<file path="src/rtl/fir_y_collector.sv">
// Output collector for the FIR / matrix-multiply accelerator.
// Buffers AXI-Stream results in a FIFO and exposes them via Wishbone registers.
module fir_y_collector #(
    parameter int pDATA_WIDTH = 32,
    parameter int DEPTH       = 8,
    parameter int CNT_WIDTH   = 16
) (
    input  logic                   clk,
    input  logic                   rst,
    input  logic                   wbs_stb_i,
    input  logic                   wbs_cyc_i,
    input  logic                   wbs_we_i,
    input  logic [3:0]             wbs_sel_i,
    input  logic [31:0]            wbs_dat_i,
    input  logic [31:0]            wbs_adr_i,
    output logic                   wbs_ack_o,
    output logic [31:0]            wbs_dat_o,
    input  logic                   ss_tvalid,
    input  logic [pDATA_WIDTH-1:0] ss_tdata,
    input  logic                   ss_tlast,
    output logic                   ss_tready
);

    localparam int AW = (DEPTH > 1) ? $clog2(DEPTH) : 1;
    localparam int CW = $clog2(DEPTH + 1);

    logic [pDATA_WIDTH:0] r_mem [DEPTH];
    logic [AW-1:0]        r_wp;
    logic [AW-1:0]        r_rp;
    logic [CW-1:0]        r_count;
    logic [CNT_WIDTH-1:0] r_wcount;
    logic                 r_frame_done;
    logic                 r_underflow;
    logic                 r_last_pop;

    logic                 w_access;
    logic                 w_rd;
    logic                 w_wr;
    logic [1:0]           w_reg;
    logic                 w_empty;
    logic                 w_full;
    logic                 w_push;
    logic                 w_pop;
    logic                 w_underrun;
    logic                 w_flush;
    logic                 w_stat_wr;
    logic [pDATA_WIDTH:0] w_head;
    logic [31:0]          w_rdata;
    logic                 w_unused;

    assign w_access   = wbs_stb_i & wbs_cyc_i & ~wbs_ack_o;
    assign w_rd       = w_access & ~wbs_we_i;
    assign w_wr       = w_access & wbs_we_i;
    assign w_reg      = wbs_adr_i[3:2];
    assign w_empty    = (r_count == '0);
    assign w_full     = (r_count == CW'(DEPTH));
    assign ss_tready  = ~w_full;
    assign w_push     = ss_tvalid & ss_tready;
    assign w_pop      = w_rd & (w_reg == 2'd0) & ~w_empty;
    assign w_underrun = w_rd & (w_reg == 2'd0) & w_empty;
    assign w_flush    = w_wr & (w_reg == 2'd3) & wbs_sel_i[0] & wbs_dat_i[0];
    assign w_stat_wr  = w_wr & (w_reg == 2'd1) & wbs_sel_i[0];
    assign w_head     = r_mem[r_rp];
    assign w_unused   = &{1'b0, wbs_sel_i[3:1], wbs_dat_i[31:4], wbs_dat_i[1],
                          wbs_adr_i[31:4], wbs_adr_i[1:0]};

    always_comb begin
        w_rdata = '0;
        case (w_reg)
            2'd0: if (!w_empty) w_rdata[pDATA_WIDTH-1:0] = w_head[pDATA_WIDTH-1:0];
            2'd1: begin
                w_rdata[0]    = w_empty;
                w_rdata[1]    = w_full;
                w_rdata[2]    = r_frame_done;
                w_rdata[3]    = r_underflow;
                w_rdata[4]    = r_last_pop;
                w_rdata[15:8] = 8'(r_count);
            end
            2'd2: w_rdata[CNT_WIDTH-1:0] = r_wcount;
            default: w_rdata = '0;
        endcase
    end

    // Storage is deliberately left out of reset; pointers/count guard its contents.
    always_ff @(posedge clk) begin
        if (w_push) r_mem[r_wp] <= {ss_tlast, ss_tdata};
    end

    always_ff @(posedge clk or negedge rst) begin
        if (!rst) begin
            r_wp    <= '0;
            r_rp    <= '0;
            r_count <= '0;
        end else if (w_flush) begin
            r_wp    <= '0;
            r_rp    <= '0;
            r_count <= '0;
        end else begin
            if (w_push) r_wp <= r_wp + AW'(1);
            if (w_pop)  r_rp <= r_rp + AW'(1);
            if (w_push && !w_pop)      r_count <= r_count + CW'(1);
            else if (w_pop && !w_push) r_count <= r_count - CW'(1);
        end
    end

    always_ff @(posedge clk or negedge rst) begin
        if (!rst) begin
            r_wcount     <= '0;
            r_frame_done <= 1'b0;
            r_underflow  <= 1'b0;
            r_last_pop   <= 1'b0;
        end else if (w_flush) begin
            r_wcount     <= '0;
            r_frame_done <= 1'b0;
            r_underflow  <= 1'b0;
            r_last_pop   <= 1'b0;
        end else begin
            if (w_push && (r_wcount != '1)) r_wcount <= r_wcount + CNT_WIDTH'(1);
            // Set has priority over a same-cycle software clear.
            if (w_push && ss_tlast)                 r_frame_done <= 1'b1;
            else if (w_stat_wr && wbs_dat_i[2])     r_frame_done <= 1'b0;
            if (w_underrun)                         r_underflow  <= 1'b1;
            else if (w_stat_wr && wbs_dat_i[3])     r_underflow  <= 1'b0;
            if (w_pop) r_last_pop <= w_head[pDATA_WIDTH];
        end
    end

    always_ff @(posedge clk or negedge rst) begin
        if (!rst) begin
            wbs_ack_o <= 1'b0;
            wbs_dat_o <= '0;
        end else begin
            wbs_ack_o <= w_access;
            if (w_access) wbs_dat_o <= wbs_we_i ? 32'h0 : w_rdata;
        end
    end

endmodule

</file>
<file path="config.mk">
export PLATFORM = sky130hd
export DESIGN_NAME = fir_y_collector
export DESIGN_NICKNAME = d
export VERILOG_FILES = /design/src/rtl/fir_y_collector.sv
export SDC_FILE = /design/constraint.sdc
export NUM_CORES = 1
export LEC_CHECK = 0
export ABC_AREA = 1
export ABC_CLOCK_PERIOD_IN_PS = 5000
export CAP_MARGIN = 20
export CORE_MARGIN = 2
export CORE_UTILIZATION = 55
export CTS_CLUSTER_DIAMETER = 100
export DETAILED_ROUTE_END_ITERATION = 8
export PLACE_DENSITY = 0.77
export SLEW_MARGIN = 20
export SYNTH_ARGS = -nofsm -noshare
export SYNTH_HDL_FRONTEND = slang
export SYNTH_SLANG_ARGS = --single-unit
</file>
<file path="constraint.sdc">
create_clock -name clk -period 5 [get_ports clk]
set_input_delay 0.5 -clock clk [delete_from_list [all_inputs] [get_ports clk]]
set_output_delay 0.5 -clock clk [all_outputs]
set_load 0.03 [all_outputs]
</file>
# == After elaboration in Yosys (flattened, before gate mapping) ==
# Memory sizes are Yosys's and may differ from the RTL's.
# Index checks and enable logic that the tools add are counted.
# word_totals
regBits,62
inputBits,107
memories,1
elab_cells,78
mem_bits_rw,264
# mem_list
memory,depth,word_bits,read_ports,rd_ports_with_merged_regs,write_ports,line_no,rtl
r_mem,8,33,1,0,1,27,logic [pDATA_WIDTH:0] r_mem [DEPTH];
# op_classes
eq_ne,5
add_sub_neg,5
muxes,25
bitwise,17
reduce_logical,16
# ops
op,n
2-to-1 mux 32 bit,2
2-to-1 mux 16 bit,3
case mux 8 bit (3 select lines),1
"adder 16 x 1 -> 16 bit, second input constant",1
"inequality test 16 bit, second input constant",1
case mux 5 bit (3 select lines),1
AND 1 bit,13
2-to-1 mux 3 bit,4
2-to-1 mux 4 bit,3
2-to-1 mux 1 bit,10
nonzero test 3 bit,3
"adder 3 x 1 -> 3 bit, second input constant",2
logical AND 1 bit,6
case mux 3 bit (2 select lines),1
nonzero test 2 bit,3
"adder 4 x 1 -> 4 bit, second input constant",1
"== test 2 bit, second input constant",2
"== test 4 bit, second input constant",1
logical NOT 4 bit,1
inverter 1 bit,4
"subtractor 4 x 1 -> 4 bit, second input constant",1
"== test 2 x 1 -> 1 bit, second input constant",1
logical NOT 1 bit,2
logical NOT 2 bit,1

# == Longest topological paths before layout ==
# depth
ltp_word,9
ltp_mapped,16

# == Least setup slack after synthesis ==
# Ideal clock, no wire load.
# synth_path
path_kind,reg2reg
startpoint,reg r_count[3]
endpoint,"mem r_mem[1][0] in the netlist's numbering, enable pin"
path_buffers,0
period_less_slack_ns,2.838
path_slack_ns,2.162
t_required_ns,4.577
arrival_ns,2.415
stages_incl_launch_ff,8
path_cell_list,dfrtp_1 inv_1 nor2_1 nand2_2 nand2_4 nor2_1 inv_1 nor2_1
# synth_via
elab_chain_len,5
# synth_rtl
item,line_no,rtl
"start, declared",30,logic [CW-1:0] r_count;
"start signal, assigned",101,if (w_push && !w_pop) r_count <= r_count + CW'(1);
"start signal, assigned",102,else if (w_pop && !w_push) r_count <= r_count - CW'(1);
== test 4 bit,56,assign w_full = (r_count == CW'(DEPTH));
inverter 1 bit,57,assign ss_tready = ~w_full;
net ss_tready,21,output logic ss_tready
AND 1 bit,58,assign w_push = ss_tvalid & ss_tready;
2-to-1 mux 1 bit,86,"if (w_push) r_mem[r_wp] <= {ss_tlast, ss_tdata};"
2-to-1 mux 1 bit (not written as such),86,
"end, declared",27,
# The timed path passes the listed nets, and every way through them passes these cells.

# == Final worst setup path ==
# layout_path
startpoint,reg r_rp[0]
endpoint,reg wbs_dat_o[9]
# layout_via
elab_chain_len,4
# layout_rtl
item,line_no,rtl
"start, declared",29,logic [AW-1:0] r_rp;
"start signal, assigned",100,if (w_pop) r_rp <= r_rp + AW'(1);
memory (8 x 33 bit),n/a,
2-to-1 mux 32 bit,70,2'd0: if (!w_empty) w_rdata[pDATA_WIDTH-1:0] = w_head[pDATA_WIDTH-1:0];
case mux 8 bit (3 select lines),69,case (w_reg)
2-to-1 mux 32 bit,134,if (w_access) wbs_dat_o <= wbs_we_i ? 32'h0 : w_rdata;
"end signal, assigned",134,
"end, declared",17,"output logic [31:0] wbs_dat_o,"
# No other way between the ends.
# A chain may end at the register's enable or synchronous reset.

==> impl_results.md <==
* Adder-Cell Fraction of Synth Area at 0.005902
* Fmax at 369.8 MHz
* Max-Cap Viols at 0
* Final setup vio count at 0
* Area contributors post-synth: edfxtp_1 57%, dfrtp_1 11%, nand2_1 9.3%
* Total power at 8.596 mW
* Largest family of logic cells by synthesized area: simple AND/OR/NAND/NOR gates
* Max H-tree Level at 2
* CTS tree: yes
* Post-synthesis sequential area ratio at 0.6775
* Pleak at 6.526 nW
* Final hold vios at 0
* Wirelength per Cell at 17.82 um
* CP Max Fanout at 94
* Post-synthesis register bit count at 326
* Vias at 9649
* First-pass GRT wire length at 48.93 mm
* Post-CTS Repair Setup Buffers at 0
* Period minus WS final at 2.704 ns
* XOR/XNOR Fraction of Synth Area at 0.007511
* Clock tree buffer depth at 3
* Final cycle utilization of the critical path at 0.5408
* Worst Reg-to-Reg Cells at 10
* Drt first pass iters at 6
* Commonest cells in the netlist: 348 x nand2_1, 264 x edfxtp_1, 159 x nand3_1
* Most used cell, CP: nand2_1
* DRC Markers at 0
* Total Negative Setup Slacks at 0 ns
* Area after DPL at 15070 sq um
* Power density over the cells at 529.7 nW/um^2
* Most used DFF post-synth: edfxtp_1
* Post-CTS resize count at 0
* Tightest Pin Transition at 1.085 ns
* Largest net degree at the start of global routing at 100
* Clock sink count at 326
* CP startpoint: r_rp[0]
* Worst reg2reg startpoint: r_rp[0]
* WL met3 at 2.274 mm
* EDFF count, synth at 264
* Met2 Wirelength at 15.39 mm
* Area of the mapped netlist at 13990 sq um
* Crit path largest cell delay at 0.80 ns
* Final Skew at 0.01860 ns
* Status: finished clean
* Cell breakdown of the critical path: clkinv_2 -> buf_4 -> nand2_1 -> nand2_1 -> nand2_1 -> nand3_1 -> nand3_1 -> nand2_1 -> nand2_1 -> nand2_1
* Compound-Gate Fraction of Synth Area at 0.05285
* Synth unique cells at 38
* CTS buffer count at 34
* PortBufs at 78
* Total Routing Usage GR at 0.2391
* Post-Syn Nets at 1441
* Nets@finish at 1510
* Die Height at 163.5 um
* Worst setup path class: reg2reg
* Yosys warns at 0
* Unrepaired setup endpoints after global routing: no
* Reg clk slew, reported paths at 0.06 ns
* Crit. End Element: flip-flop
* P&R area growth vs syn at 15.99%
* Gpl congestion at 0.8943
* Post-Route WL at 31.24 mm
* Worst R2R End: wbs_dat_o[9]
* FF-to-FF setup slack at 2.30 ns
* Post-DP HPWL at 17.57 mm
* Share of the synthesized area in the top cell type at 0.5666
* Vias in the first global route at 9343
* Worst vdd ir at 471.8 uV
* Detail Route Antenna Nets at 0
* Clock latency on the worst-skew pair at 0.52 ns
* Mapped Cells at 1328
* GRT Residual Overflow at 0
* Arrival @ worst endpoint at 3.16 ns
* Cts hold-fix bufs at 0
* Die area at 26730 sq um
* Clk root buf: clkbuf_16
* Critical Path Start Type: flip-flop
* Rows at 58
* DR iter-0 viols at 908
* Cell area after layout at 16230 sq um
* Layout cells sized above 1 at 0.07098
* Per-cell via count in the routed design at 5.504
* Data required, critical path at 5.46 ns
* Rel. slew slack at 0.2769
* Post-synthesis simple-gate area fraction at 0.1965
* M1 WL at 12.89 mm
* Max-slew violations at 0
* Mux cell area share after synthesis at 0
* Area leader, netlist: edfxtp_1
* Initial antenna violation count at 0
* Highest metal used: met4
* Most common cell in the netlist: nand2_1
* Core Footprint at 25110 sq um
* Die width at 163.5 um
* Ports at 141
* Tightest Hold Check Type: in2async
* Starting Density at 0.5573
* Slowest cell on crit path: dfrtp_4
* FFs w/ async S/R, synth at 0.1902
* Syn_area_per_cell at 10.54 sq um
* Antenna Cells at 0
-- layer usage --
metal | GRT usage | up-vias
met1 | 0.3185 | 4648
met5 | 0 | -
met2 | 0.4054 | 364
li1 | - | 4575
met3 | 0.03784 | 62
met4 | 0.07775 | 0
-- report_power, final --
| group | total [mW] | switching [mW] | internal, mW |
|---|---|---|---|
| logic | 2.35 | 1.62 | 0.730 |
| registers | 3.65 | 0.268 | 3.38 |
| clock network | 2.60 | 1.01 | 1.59 |
-- final cells by class --
| type | instances | area (sq um) |
|---|---|---|
| clock buffer | 47 | 949.7 |
| tap | 330 | 412.9 |
| multi-input combinational | 802 | 3737 |
| sequential | 326 | 9484 |
| inverter | 137 | 520.5 |
| fill | 1925 | 8880 |
| clock inverter | 15 | 214.0 |
| timing repair buffer | 96 | 910.9 |
-- state kept, by name, indices dropped and copies added, names as in the netlist --
| register | count |
|---|---|
| r_mem | 264 |
| wbs_dat_o | 32 |
| r_wcount | 16 |
| r_count | 4 |
| r_rp | 3 |
| r_wp | 3 |
| r_frame_done | 1 |
| r_last_pop | 1 |
| r_underflow | 1 |
| wbs_ack_o | 1 |
-- worst max-delay path: cells and delay by family (launching register included) --
| family | cells | cell delay (ns) |
|---|---|---|
| buffers and inverters | 2 | 0.88 |
| DFF | 1 | 0.80 |
| and+or+nand+nor | 8 | 0.86 |
-- metrics by stage --
step	std cells	hold WS, ns	setup slack, ns	utilization
CTS	1753	0.08472	2.368	0.6464
global route	1753	0.1185	2.140	0.6464
detailed placement	1691	0.4643	2.063	0.6000
finish	1753	0.06733	2.296	0.6464
global placement	1691	0.4628	2.096	0.6000
floorplan	1328	0.2044	2.162	-
-- layout by cell type (no fill, tap or decap), types with 6 or more instances in the layout --
cell type,n
clkbuf_16,34
dfrtp_1,60
xor2_1,7
o21ai_0,78
nor2_4,9
nor2_1,124
nand2_1,348
o211ai_1,32
nor2_2,6
inv_1,131
clkbuf_1,8
clkdlybuf4s50_1,77
clkinv_1,6
buf_4,18
edfxtp_1,264
nand3_1,159
-- how the worst max path moves through the flow --
stage / to / slack, ns / cells after the start
final: wbs_dat_o[9] / 2.30 / 10
after global routing: wbs_dat_o[3] / 2.14 / 10
after CTS: r_mem[6][13] / 2.37 / 8
after detailed placement: r_mem[6][14] / 2.06 / 6
after global placement: r_mem[6][14] / 2.10 / 6
after floorplan: r_mem[1][0] / 2.16 / 7
-- cell families after synthesis --
logic type,after synthesis
simple gates,660
flops,326
buf+inv,200
compound gates,124
xor+xnor,12
fa+ha+maj,6
No activity file was read; power rests on OpenSTA's default activity.
